===== src/rtl/dmem_dma_pkg.sv =====
// Shared types and constants for the DMEM DMA initiator.
// Holds the FSM state encoding, command direction codes, bus widths and the
// byte write-enable helper used for the dual-bank DMEM port.
package dmem_dma_pkg;

  localparam int unsigned BANK_W      = 64;
  localparam int unsigned LINE_W      = 128;
  localparam int unsigned ADDR_W      = 9;
  localparam int unsigned LINE_ADDR_W = 8;
  localparam int unsigned WEN_W       = 16;
  localparam int unsigned BYTES_W     = 8;

  localparam logic             DIR_FILL    = 1'b0;
  localparam logic             DIR_DRAIN   = 1'b1;
  localparam logic [WEN_W-1:0] WEN_ALL_OFF = 16'hFFFF;

  typedef enum logic [1:0] {
    ST_IDLE  = 2'd0,
    ST_FILL  = 2'd1,
    ST_DRAIN = 2'd2,
    ST_FLUSH = 2'd3
  } state_e;

  // Active-low byte enables: selected bank gets ~bmask, the other bank stays off.
  function automatic logic [WEN_W-1:0] wen_for_bank(input logic bank,
                                                    input logic [BYTES_W-1:0] bmask);
    logic [WEN_W-1:0] wen;
    if (bank) wen = {~bmask, 8'hFF};
    else      wen = {8'hFF, ~bmask};
    return wen;
  endfunction

endpackage


===== src/rtl/dmem_dma_skid.sv =====
// Drain-side output buffer: DEPTH x W synchronous FIFO.
// Ports: clk, reset (sync, active-high), push/push_data write the tail,
// pop retires the head, head is the registered head entry, occ the fill level.
// The caller guarantees no push into a full buffer; push and pop are both
// guarded here as well so a misuse cannot corrupt the pointers.
module dmem_dma_skid #(
  parameter int unsigned DEPTH = 2,
  parameter int unsigned W     = 64
) (
  input  logic                         clk,
  input  logic                         reset,
  input  logic                         push,
  input  logic [W-1:0]                 push_data,
  input  logic                         pop,
  output logic [W-1:0]                 head,
  output logic [$clog2(DEPTH+1)-1:0]   occ
);

  localparam int unsigned PTR_W = (DEPTH > 1) ? $clog2(DEPTH) : 1;
  localparam int unsigned OCC_W = $clog2(DEPTH + 1);

  logic [W-1:0]     mem [DEPTH];
  logic [PTR_W-1:0] wr_ptr;
  logic [PTR_W-1:0] rd_ptr;
  logic             push_ok;
  logic             pop_ok;

  function automatic logic [PTR_W-1:0] ptr_inc(input logic [PTR_W-1:0] p);
    return (p == PTR_W'(DEPTH - 1)) ? '0 : p + PTR_W'(1);
  endfunction

  assign pop_ok  = pop && (occ != '0);
  assign push_ok = push && ((occ != OCC_W'(DEPTH)) || pop_ok);
  assign head    = mem[rd_ptr];

  // Storage array carries no reset; only pointers and occupancy do.
  always_ff @(posedge clk) begin
    if (push_ok) mem[wr_ptr] <= push_data;
  end

  // Pointer and occupancy tracking.
  always_ff @(posedge clk) begin
    if (reset) begin
      wr_ptr <= '0;
      rd_ptr <= '0;
      occ    <= '0;
    end else begin
      if (push_ok) wr_ptr <= ptr_inc(wr_ptr);
      if (pop_ok)  rd_ptr <= ptr_inc(rd_ptr);
      case ({push_ok, pop_ok})
        2'b10:   occ <= occ + OCC_W'(1);
        2'b01:   occ <= occ - OCC_W'(1);
        default: occ <= occ;
      endcase
    end
  end

endmodule


===== src/rtl/dmem_dma_ctl.sv =====
// Initiator side of the dual-bank DMEM port.
// Fill moves stream beats into DMEM, drain reads DMEM and streams beats out.
// Ports: clk/reset (sync, active-high); cmd_* command handshake; fill_* input
// stream; drain_* output stream; dma_done completion pulse; df_* DMEM request
// (chip select, byte write enables, per-bank line address, write data);
// dmem_dataout read data, one cycle after a read select.
// DMEM request lines, cmd_ready, fill_ready and dma_done are combinational so a
// beat is written in the cycle it is accepted; drain_data comes from the buffer.
// Optional feature macro: DMEM_DMA_BMASK_EN adds fill_bmask (1 = write byte).
module dmem_dma_ctl
  import dmem_dma_pkg::*;
#(
  parameter int unsigned LEN_W      = 9,
  parameter int unsigned SKID_DEPTH = 2   // must be >= 2 for full drain rate
) (
  input  logic                   clk,
  input  logic                   reset,
  input  logic                   cmd_valid,
  output logic                   cmd_ready,
  input  logic                   cmd_dir,
  input  logic [ADDR_W-1:0]      cmd_addr,
  input  logic [LEN_W-1:0]       cmd_len,
  input  logic                   fill_valid,
  output logic                   fill_ready,
  input  logic [BANK_W-1:0]      fill_data,
`ifdef DMEM_DMA_BMASK_EN
  input  logic [BYTES_W-1:0]     fill_bmask,
`endif
  output logic                   drain_valid,
  input  logic                   drain_ready,
  output logic [BANK_W-1:0]      drain_data,
  output logic                   dma_done,
  output logic                   df_chip_sel_l,
  output logic [WEN_W-1:0]       df_wen_l,
  output logic [LINE_ADDR_W-1:0] df_addr_low,
  output logic [LINE_ADDR_W-1:0] df_addr_high,
  output logic [LINE_W-1:0]      df_datain,
  input  logic [LINE_W-1:0]      dmem_dataout
);

  localparam int unsigned OCC_W = $clog2(SKID_DEPTH + 1);
  localparam int unsigned CNT_W = OCC_W + 1;

  state_e             state, state_n;
  logic [ADDR_W-1:0]  addr, addr_n;
  logic [LEN_W-1:0]   remaining, remaining_n;
  logic               inflight, inflight_n;
  logic               rd_bank, rd_bank_n;

  logic [OCC_W-1:0]   occ;
  logic               pop;
  logic               room;
  logic [CNT_W-1:0]   pending;
  logic [BANK_W-1:0]  rd_half;
  logic [BYTES_W-1:0] byte_en;

`ifdef DMEM_DMA_BMASK_EN
  assign byte_en = fill_bmask;
`else
  assign byte_en = '1;
`endif

  assign df_addr_low  = addr[ADDR_W-1:1];
  assign df_addr_high = addr[ADDR_W-1:1];
  assign df_datain    = {fill_data, fill_data};

  assign drain_valid = (occ != '0);
  assign pop         = drain_valid && drain_ready;

  // Beats already owed to the buffer, counting this cycle's pop as freed space.
  assign pending = CNT_W'(occ) + CNT_W'(inflight) - CNT_W'(pop);
  assign room    = (pending < CNT_W'(SKID_DEPTH));

  // Read data lands one cycle after the select; pick the bank that was read.
  assign rd_half = rd_bank ? dmem_dataout[LINE_W-1:BANK_W] : dmem_dataout[BANK_W-1:0];

  dmem_dma_skid #(
    .DEPTH (SKID_DEPTH),
    .W     (BANK_W)
  ) u_skid (
    .clk       (clk),
    .reset     (reset),
    .push      (inflight),
    .push_data (rd_half),
    .pop       (pop),
    .head      (drain_data),
    .occ       (occ)
  );

  // State and datapath registers.
  always_ff @(posedge clk) begin
    if (reset) begin
      state     <= ST_IDLE;
      addr      <= '0;
      remaining <= '0;
      inflight  <= 1'b0;
      rd_bank   <= 1'b0;
    end else begin
      state     <= state_n;
      addr      <= addr_n;
      remaining <= remaining_n;
      inflight  <= inflight_n;
      rd_bank   <= rd_bank_n;
    end
  end

  // Next-state and DMEM request decode.
  always_comb begin
    state_n       = state;
    addr_n        = addr;
    remaining_n   = remaining;
    inflight_n    = 1'b0;
    rd_bank_n     = rd_bank;
    cmd_ready     = 1'b0;
    fill_ready    = 1'b0;
    dma_done      = 1'b0;
    df_chip_sel_l = 1'b1;
    df_wen_l      = WEN_ALL_OFF;

    case (state)
      ST_IDLE: begin
        cmd_ready = 1'b1;
        if (cmd_valid) begin
          addr_n      = cmd_addr;
          remaining_n = cmd_len;
          state_n     = (cmd_dir == DIR_FILL) ? ST_FILL : ST_DRAIN;
        end
      end

      ST_FILL: begin
        fill_ready = 1'b1;
        if (fill_valid) begin
          df_chip_sel_l = 1'b0;
          df_wen_l      = wen_for_bank(addr[0], byte_en);
          addr_n        = addr + ADDR_W'(1);
          remaining_n   = remaining - LEN_W'(1);
          if (remaining == '0) begin
            dma_done = 1'b1;
            state_n  = ST_IDLE;
          end
        end
      end

      ST_DRAIN: begin
        if (room) begin
          df_chip_sel_l = 1'b0;
          inflight_n    = 1'b1;
          rd_bank_n     = addr[0];
          addr_n        = addr + ADDR_W'(1);
          remaining_n   = remaining - LEN_W'(1);
          if (remaining == '0) state_n = ST_FLUSH;
        end
      end

      ST_FLUSH: begin
        // All reads issued; the final beat is the lone entry with nothing in flight.
        if (pop && (occ == OCC_W'(1)) && !inflight) begin
          dma_done = 1'b1;
          state_n  = ST_IDLE;
        end
      end

      default: state_n = ST_IDLE;
    endcase
  end

endmodule


===== config.mk =====
export PLATFORM = sky130hd
export DESIGN_NAME = dmem_dma_ctl
export DESIGN_NICKNAME = d
export VERILOG_FILES = /design/src/rtl/dmem_dma_pkg.sv /design/src/rtl/dmem_dma_skid.sv /design/src/rtl/dmem_dma_ctl.sv
export SDC_FILE = /design/constraint.sdc
export NUM_CORES = 1
export LEC_CHECK = 0
export CORE_AREA = 2 2 171 173
export CTS_CLUSTER_SIZE = 10
export DETAILED_ROUTE_END_ITERATION = 6
export DIE_AREA = 0 0 173 175
export PLACE_DENSITY_LB_ADDON = 0.12
export SLEW_MARGIN = 20
export SYNTH_ARGS = -nofsm -noshare
export SYNTH_HDL_FRONTEND = slang
export SYNTH_HIERARCHICAL = 1
export SYNTH_SLANG_ARGS = --single-unit

===== constraint.sdc =====
create_clock -name clk -period 5 [get_ports clk]
set_input_delay 0.5 -clock clk [delete_from_list [all_inputs] [get_ports clk]]
set_output_delay 0.5 -clock clk [all_outputs]
set_load 0.1 [all_outputs]

Yosys cells after proc, flatten, opt, wreduce, memory -nomap -nowiden
Memories as Yosys holds them, arrays and structs flattened. A register that Yosys moved wholly into a read port is not among the register bits.
Index checks and enable logic that the tools add are counted.
{ "word_totals": {"ff_bits": 26, "mem_bits_rw": 128, "input_bits": 216, "out_inout_bits": 229, "word_cells": 85, "n_memories": 1} }
{ "op_classes": {"add_sub_neg": 8, "n_lt_le_gt_ge": 1, "eq_ne": 13, "n_mux": 37, "n_bitwise": 1, "reduce_logical": 16} }
{ "mem_list": {"columns": ["memory", "depth", "width", "read_ports", "rd_ports_with_merged_regs", "wr", "line", "rtl"], "rows": [
  ["u_skid.mem", 2, 64, 1, 1, 1, "dmem_dma_skid.sv:22", "logic [W-1:0] mem [DEPTH];"]
]} }
{ "op_table": {"columns": ["op", "count"], "rows": [
  ["64-bit 2-to-1 mux", 1],
  ["9-bit 2-to-1 mux", 6],
  ["9-bit case mux with 3 select lines", 2],
  ["16-bit 2-to-1 mux", 3],
  ["1-bit 2-to-1 mux", 14],
  ["2-bit 2-to-1 mux", 7],
  ["2-bit inequality test (second input constant)", 7],
  ["9-bit by 1-bit adder with 9-bit output (second input constant)", 1],
  ["9-bit logical NOT", 1],
  ["9-bit by 1-bit subtractor with 9-bit output (second input constant)", 1],
  ["2-bit case mux with 4 select lines", 1],
  ["2-bit by 1-bit equality test with 1-bit output (second input constant)", 3],
  ["2-bit equality test (second input constant)", 3],
  ["6-bit AND reduction", 1],
  ["1-bit logical AND", 5],
  ["1-bit case mux with 2 select lines", 2],
  ["2-bit case mux with 2 select lines", 1],
  ["4-bit AND reduction", 1],
  ["2-bit nonzero test", 2],
  ["2-bit by 1-bit adder with 3-bit output", 1],
  ["3-bit by 2-bit less-than comparator with 1-bit output (second input constant)", 1],
  ["3-bit nonzero test", 1],
  ["3-bit by 1-bit subtractor with 3-bit output", 1],
  ["1-bit adder (second input constant)", 2],
  ["other kinds (8)", 8]
]} }

Depth between registers and ports, before layout
Gate-level depths: netlist of the first run.
{ "depth": {"depth_word": 7, "depth_mapped": 11, "mapped_depth_nobuf": 10} }

Cells and area by module
Netlist of the first run, hierarchy kept.
{ "by_module_without_submodules": {"columns": ["mod", "n_inst", "cells_per_inst", "area_each_um2", "seq_area_each_um2"], "rows": [
  ["dmem_dma_skid", 1, 227, 4860.9, 3943.8],
  ["dmem_dma_ctl", 1, 422, 3514.6, 440.4]
]} }

Worst setup path after synthesis of the first run
No wires, ideal clock.
{ "synth_path": {"path_kind": "register to register", "start": "register u_skid.occ[1]", "end": "memory u_skid.mem[0][0] (enable)", "setup_ps": 486, "arrival_time_ps": 4453, "required_ps": 4514, "path_slack_ps": 61, "stages_incl_launch_ff": 6, "n_path_buf": 0, "synth_period_minus_slack_ps": 4939, "cell_sequence": "dfxtp_1 inv_1 nand2_1 and2_1 o31ai_4 nor2_1"} }
{ "synth_via": {"elab_chain_len": 7, "word_cells_on_any_way": 8, "cone_classes": "eq/ne (1); mux (2); reduce/logical (5)"} }
{ "synth_rtl": {"columns": ["element", "line", "rtl"], "rows": [
  ["start: declaration", "dmem_dma_skid.sv:16", "output logic [$clog2(DEPTH+1)-1:0] occ"],
  ["start signal: assignment", "dmem_dma_skid.sv:51", "2'b10: occ <= occ + OCC_W'(1);"],
  ["start signal: assignment", "dmem_dma_skid.sv:52", "2'b01: occ <= occ - OCC_W'(1);"],
  ["2-bit nonzero test", "dmem_dma_ctl.sv:67", "assign drain_valid = (occ != '0);"],
  ["net drain_valid", "dmem_dma_ctl.sv:29", "output logic drain_valid,"],
  ["1-bit logical AND", "dmem_dma_ctl.sv:68", "assign pop = drain_valid && drain_ready;"],
  ["net pop", "dmem_dma_ctl.sv:51", "logic pop;"],
  ["1-bit logical AND", "dmem_dma_skid.sv:32", "assign pop_ok = pop && (occ != '0);"],
  ["1-bit logical OR", "dmem_dma_skid.sv:33", "assign push_ok = push && ((occ != OCC_W'(DEPTH)) || pop_ok);"],
  ["1-bit logical AND", "dmem_dma_skid.sv:33", null],
  ["1-bit 2-to-1 mux", "dmem_dma_skid.sv:38", "if (push_ok) mem[wr_ptr] <= push_data;"],
  ["1-bit 2-to-1 mux (not written as such)", "dmem_dma_skid.sv:38", null],
  ["end: declaration", "dmem_dma_skid.sv:22", null]
]} }
The timed path passes the listed nets, and every way through them passes these cells.

Worst setup path after layout of the first run
{ "layout_path": {"start": "register u_skid.occ[1]", "end": "output port df_chip_sel_l"} }
{ "layout_via": {"elab_chain_len": 6, "word_cells_on_any_way": 7, "cone_classes": "add/sub (2); order compare (1); mux (2); reduce/logical (2)"} }
{ "layout_rtl": {"columns": ["element", "line", "rtl"], "rows": [
  ["2-bit nonzero test", "dmem_dma_ctl.sv:67", null],
  ["1-bit logical AND", "dmem_dma_ctl.sv:68", null],
  ["net pop", "dmem_dma_ctl.sv:51", null],
  ["3-bit by 1-bit subtractor with 3-bit output", "dmem_dma_ctl.sv:71", "assign pending = CNT_W'(occ) + CNT_W'(inflight) - CNT_W'(pop);"],
  ["3-bit by 2-bit less-than comparator with 1-bit output", "dmem_dma_ctl.sv:72", "assign room = (pending < CNT_W'(SKID_DEPTH));"],
  ["1-bit 2-to-1 mux", "dmem_dma_ctl.sv:145", "if (room) begin"],
  ["1-bit case mux with 2 select lines", "dmem_dma_ctl.sv:120", "case (state)"],
  ["end: declaration", "dmem_dma_ctl.sv:33", "output logic df_chip_sel_l,"]
]} }
The timed path passes the listed nets, and every way through them passes these cells.

==> run summary, run 1 <==
The tools report the placement-stage cell area as 10,100 um^2. The length of routed met3 wiring was 1.81 mm. In the synthesized netlist, the number of instances is 649. The period utilization is 0.766.

The total number of clock tree sinks was 155; the required time reported for the critical path endpoint was 4500 ps. The run gives 6 as the number of warning messages in the yosys log. The critical path start-end classification was flop to output pin. Number of endpoints with negative hold slack in the final report: 0.

After floorplanning, the core was divided into 62 placement rows. For the pin count of the biggest net entering global routing, the log shows 66. Leaving out fill and tap cells, the most frequent cells in the layout are clkdlybuf4s50_1 (251), mux2_2 (129), edfxtp_1 (128). The H-tree was split into 4 levels. The kind of start point of the critical path was a flop.

The first TritonRoute pass finished after 5 iterations. IR analysis of the VDD net gives a maximum drop of 0.406 mV. The congestion estimate from routability-driven global placement came to 0.787.

Compared with the post-synthesis result, the final layout area differs by 27.7%. Counting the buffers created by CTS gives 17. Measured along the y axis, the die boundary spans 175 um. The measured slew at the worst slew-check pin came out at 1110 ps. Buffers placed on the I/O ports in this run total 252. Max-cap violations in this run came to 0.

The number of fill cells in the layout is 2,737. STA classifies the critical path endpoint as an output pin. The clock period minus final worst setup slack works out to 3830 ps.

The library cell used most frequently in the layout, excluding fill and tap cells, is clkdlybuf4s50_1. Setup violations remaining at the end of the flow were counted as 0. The sum of overflow across all layers after global routing was 0; the average wire length per cell after detail routing was 18.3 um. The run gives 0.135 as the overall track demand over capacity in global routing.

After detailed placement, the design holds a cell count of 1,104. The final route contains 5,285 vias. The clock tree root driver cell is clkbuf_16. At the later pin of the worst-skew pair, clock insertion delay measures 410 ps. The analysis attributes to cell leakage a power of 3.55 nW. The path type of the worst min-delay path was flop to flop. The total negative setup slack was 0 ps; the overall die area was 30,300 um^2. After routing the design area is 10,700 um^2.

The run gives 0 as the count of unresolved DRC violations after routing. The total core area was 28,400 um^2. After clock tree synthesis, the clock-pin slew on the worst setup and hold paths is 70 ps.

Fmax: 0.261 GHz. The die is 173 um wide. The logs give 0 for the number of antenna violations at the first check in global routing and 8380 um^2 for the netlist area before placement. The highest metal layer carrying signal wires in the routed design is met4. Synthesized netlist net count: 875. In this run, post-CTS hold repair placed 0 buffers.

The run gives 0 as the antenna diode count. The finished layout holds 1,137 standard cells, fillers aside. The tools report the count of instances resized after the clock tree is built as 0.

The cell area power density works out to 498 nW/um^2. The logs give 0 for the number of setup buffers added after CTS and 3330 ps for the arrival time at the worst endpoint. The worst max-slew margin expressed relative to the limit is 0.259. TritonCTS built the clock tree. After synthesis, the mean cell area works out to 12.9 um^2. The number of top-level pins was 445. The number of pins exceeding their max-slew limit in the final report was 0; the buffer levels on the longest clock path was 2. Violation count after the first detailed-route iteration: 367. Met2 wirelength from detailed routing: 10.0 mm.

For the post-synthesis cell type count, the log shows 53. Via count of the first global-routing pass: 5,479. Setup repair after global routing left no endpoint under its margin. The run gives 0.523 as the sequential fraction of the synthesis area. The final net count is 966, and the proportion of layout cells with a drive suffix above 1 is 0.239. The average vias per placed instance is 4.65, and the routed wire length is 20.8 mm. After synthesis the netlist holds a flip-flop and latch count of 155.

The synthesized design contains 128 enable-type register cells. The largest fanout of any net on the critical path works out to 11. The proportion of register bits with asynchronous set or reset after synthesis came out at 0. The run finished with clean final reports.

The run gives 31.5 mm as the wire length of the first global-routing pass. The run gives 0.295 as the initial standard-cell utilization of the core. In the synthesized netlist the dominant register cell turns out to be edfxtp_1. The logs give 14.8 mm for the post-detailed-placement half-perimeter wirelength and 12.6 ps for the worst clock skew. After detailed routing, the wire length on met1 is 8.57 mm. The number of nets with antenna violations after detailed routing was 0.
==> per-stage QoR <==
stage / setup slack (ps) / utilization / power (W) / hold slack [ps]
6_report: 1170 / 0.377 / 0.00533 / 523
5_1_grt: 877 / 0.377 / 0.00558 / 556
4_1_cts: 1150 / 0.376 / 0.00539 / 534
3_5_place_dp: 1140 / 0.356 / 0.00412 / 512
3_3_place_gp: 1210 / 0.356 / 0.00409 / 483
2_1_floorplan: 60.9 / - / 0.00407 / 472
==> per-layer routing <==
layer,vias to the layer above,track usage
met5,-,0
met4,0,0.0417
met3,47,0.0535
met2,300,0.226
met1,2533,0.158
li1,2405,-
==> synth_stat cells (6+ instances only) <==
cell	number	share of area
nor2_1	16	0.0072
o31ai_1	11	0.0099
o311ai_0	7	0.0073
nand3_1	8	0.0048
buf_4	164	0.15
a31oi_1	6	0.0045
a21oi_1	18	0.011
mux2_2	129	0.17
nor3_1	7	0.0042
dfxtp_1	27	0.065
edfxtp_1	128	0.46
ha_1	9	0.013
clkbuf_1	15	0.0067
nand2_1	14	0.0063
inv_1	14	0.0063
==> worst max-delay path, cell delays in order (launching register included) <==
cell	delay, ps
dfxtp_1	570
inv_1	140
nand2_1	120
and2_1	310
ha_1	290
nor2b_1	130
fa_1	470
nand2_1	110
o211a_1	390
nand2_1	110
buf_4	270
==> sequential cells by signal (all words and copies together) (netlist names), named ones only <==
name and count:
u_skid/wr_ptr 1, state 2, u_skid/rd_ptr 1, addr 9, remaining 9, rd_bank 1
inflight 1, u_skid/mem 128, u_skid/occ 2
==> worst paths after layout <==
path / start / end / slack (ps) / depth (start not counted)
max: u_skid/occ[1] / df_chip_sel_l / 1170 / 10
min: u_skid/rd_ptr / flop / 520 / 2
max reg2reg: u_skid/occ[1] / remaining[2] / 1640 / 10
min reg2reg: u_skid/rd_ptr / flop / 520 / 2
==> power by group <==
part	leakage, nW	internal (W)	switching [W]	total [W]
clock	0.279	0.000667	0.000573	0.00124
combinational	1.89	0.000685	0.00162	0.00230
sequential	1.38	0.00161	0.000176	0.00178
==> cell type report <==
class,count,area (um^2),share of cell area
multi-input combinational,295,2640,0.247
timing repair buffer,256,2550,0.238
tap,384,480,0.0449
inverter,15,56.3,0.00526
clock inverter,15,154,0.0144
clock buffer,17,425,0.0398
sequential,155,4390,0.411
==> cells by family after synthesis <==
| kind of cell | Yosys count | share of synthesized area |
|---|---|---|
| adder cells (fa/ha/maj) | 10 | 0.0158 |
| multiplexers | 134 | 0.180 |
| AO/OA/AOI/OAI | 75 | 0.0645 |
| flip-flops | 155 | 0.523 |
| buffers and inverters | 199 | 0.163 |
| XOR/XNOR | 4 | 0.00418 |
| AND/OR/NAND/NOR | 72 | 0.0486 |
Power figures use the tool's default switching activity.
==> run 2, diff against run 1 <==
Clock period 5 ns to 4 ns, I/O delays scaled along.
==> run 2 against run 1 <==
Clock-buffer cell count unchanged. Setup slack lost 690 ps. Via count down 0.79%. Largest power group unchanged. Clock skew shrank 4.7 ps. Worst hold slack worse by 15 ps. Sequential share of layout area grew 0.54 points. Clock power increased by 31%.
==> run summary, run 2 (same netlist as run 1, synthesis figures left out) <==
The run finished with clean final reports. The final worst slack is 481 ps (was 1170 ps). The path type of the worst min-delay path is flop to flop (unchanged).

The initial standard-cell utilization of the core came out at 0.295 (unchanged). The number of antenna violations at the first check in global routing was 0 (unchanged); the routed wire length was 20.9 mm (was 20.8 mm). The tools report the via total after detailed routing as 5,243 (was 5,285). The tools report the combined flip-flop and latch cell area as 4390 um^2 (unchanged).

Commonest cells after routing, fill and taps aside: clkdlybuf4s50_1 (170), mux2_2 (129), edfxtp_1 (128) (was clkdlybuf4s50_1 (251), mux2_2 (129), edfxtp_1 (128)). TritonCTS built the clock tree. The period utilization was 0.880.

The logs give 5 (unchanged) for the iteration count of the initial detailed-routing pass and 0 (unchanged) for the final count of negative-setup-slack endpoints. Largest fanout of any net on the critical path: 11 (unchanged). The number of endpoints with negative hold slack in the final report is 0 (unchanged). The leakage power was 3.64 nW (was 3.55 nW); the cell area power density was 637 nW/um^2 (was 498 nW/um^2). Violation count after the first detailed-route iteration: 320 (was 367).

Top flop regs: u_skid/mem (128), addr (9), remaining (9) (unchanged). The horizontal die dimension was 173 um (unchanged). The proportion of layout cells with a drive suffix above 1 was 0.349 (was 0.239); the final non-filler cell area was 10,600 um^2 (was 10,700 um^2).

The sum of overflow across all layers after global routing was 0 (unchanged). Setup repair after global routing left no endpoint under its margin. The number of nets with antenna violations after detailed routing is 0 (unchanged). Critical path start-end classification: flop to output pin (unchanged). Clock period minus final worst setup slack: 3520 ps. The worst max-slew margin expressed relative to the limit is 0.299 (was 0.259), and the total of buffers placed on input and output ports is 252 (unchanged).

The via count of the first global-routing pass came out at 5,363 (was 5,479). The run gives 0 (unchanged) as the number of hold buffers added after cts. The buffer levels on the longest clock path came out at 2 (unchanged). The run gives 0 (unchanged) as the number of pins exceeding their max-slew limit in the final report.

The logs give 508 ps (was 523 ps) for the worst hold slack across all endpoints and 3120 ps (was 3330 ps) for the arrival time at the worst endpoint. The wire length of the first global-routing pass is 31.1 mm (was 31.5 mm), and the final standard cell utilization of the core is 0.372 (was 0.377). Average vias per placed instance: 4.61 (was 4.65).

The total design power was 0.00672 W (was 0.00533 W); the height of the die was 175 um (unchanged). The tools report the number of top-level pins as 445 (unchanged). The overall die area was 30,300 um^2 (unchanged). The number of setup buffers added after CTS came out at 0 (unchanged). The H-tree depth was 4 (unchanged); the peak supply drop was 0.720 mV (was 0.406 mV).

The flip-flop count of the largest register, all copies and words added is 128 (unchanged), and the final net count is 968 (was 966). The total CTS buffers is 17 (unchanged), and the met1 demand-to-capacity share in global routing is 0.156 (was 0.158). For the routability-driven placement congestion ratio, the log shows 0.793 (was 0.787). The worst slack at placement is 548 ps (was 1140 ps). Clock tree root driver cell: clkbuf_16 (unchanged). The average wire length per cell after detail routing was 18.4 um (was 18.3 um). The register with the highest flop count is u_skid/mem (unchanged).

The tools report the worst clock skew as 7.87 ps (was 12.6 ps). The tools report the antenna diode count as 0 (unchanged). The clock transition at the registers of the reported paths was 60 ps (was 70 ps); the area of the multi-input gates was 2640 um^2 (unchanged).

The run gives 9950 um^2 (was 10,100 um^2) as the placement-stage cell area. The run gives 155 (unchanged) as the total number of clock tree sinks. The required time reported for the critical path endpoint came out at 3600 ps (was 4500 ps). The run gives 0 (unchanged) as the count of unresolved DRC violations after routing. The run gives 0 (unchanged) as the max capacitance violation total. Most common cell after layout, fill and taps aside: clkdlybuf4s50_1 (unchanged). The run gives 410 ps (about the same) as the source-to-sink clock delay at the later pin of the worst-skew pair. The tools report the kind of start point of the critical path as a flop (unchanged).

The logs give 0 (unchanged) for the count of instances resized after the clock tree is built and 0.284 GHz for the fmax. The overall track demand over capacity in global routing was 0.134 (was 0.135); the site row count was 62 (unchanged). The post-detailed-placement half-perimeter wirelength is 15.1 mm (was 14.8 mm), and the total core area is 28,400 um^2 (unchanged). The number of fill cells in the layout was 2,777 (was 2,737); the pin count of the biggest net entering global routing was 66 (unchanged).

The area growth from synthesis to layout is 26.1% (was 27.7%), and the global-route met2 utilization is 0.226 (about the same). The measured slew at the worst slew-check pin was 1050 ps (was 1110 ps). The routing layer with the top usage in global route is met2 (unchanged). The met3 usage was 0.0429 (was 0.0535). The sort of element at the end of the critical path is an output pin (unchanged).
## run 2: cell types whose count changed in the layout (fill, tap and decap cells not counted), sizes merged
cell           previous run  this run
clkinvlp                  2         1
buf                       5        88
clkdlybuf4s50           251       170
bufinv                    0         2
inv                      24        22
## run 2: worst paths after layout
kind	end	from	depth (start not counted)	slack (ps)
hold reg to reg	flop	u_skid/rd_ptr	2	510
setup reg to reg	remaining[6]	u_skid/occ[0]	11	720
hold / removal	flop	u_skid/rd_ptr	2	510
setup / recovery	df_chip_sel_l	u_skid/occ[0]	10	480
## run 2: cell type report
class | count | share of cell area
Sequential cell | 155 | 0.416
Multi-Input combinational cell | 295 | 0.250
Timing Repair Buffer | 258 | 0.226
Tap cell | 384 | 0.0455
Clock buffer | 17 | 0.0403
Clock inverter | 14 | 0.0169
Inverter | 15 | 0.00533
## run 2: power breakdown
group	total, W	switching [W]	leakage (nW)	internal (W)
registers	0.00223	0.000223	1.38	0.00201
clock network	0.00163	0.000688	0.293	0.000945
logic	0.00286	0.00202	1.96	0.000834
total	0.00672	0.00293	3.64	0.00379
## run 2: routing by layer
layer / vias up / wire, um
met4: 0 / 661
li1: 2410 / -
met3: 55 / 1680
met2: 324 / 9920
met5: - / 0
met1: 2454 / 8620
## run 2: through the flow
| step | TNS, ps | cells |
|---|---|---|
| 3_3_place_gp | 0 | 1107 |
| 2_1_floorplan | -120200 | 649 |
| 3_5_place_dp | 0 | 1107 |
| 6_report | 0 | 1138 |
| 4_1_cts | 0 | 1138 |
| 5_1_grt | 0 | 1138 |
## run 2: worst max-delay path, stage by stage (launching register included)
cell and delay [ps]:
dfxtp_1 490, inv_1 110, nand2_1 80, and2_1 290, ha_1 290, nor2b_1 140, fa_1 470, nand2_1 100
o211a_1 380, nand2_1 100, buf_4 240
==> run 3, diff against run 2 <==
Settings changed: HOLD_SLACK_MARGIN from default to 0.15, SKIP_CTS_REPAIR_TIMING from default to 1.
==> results of run 3 <==
The final DEF is identical to that of run 2; final timing and power are the same.
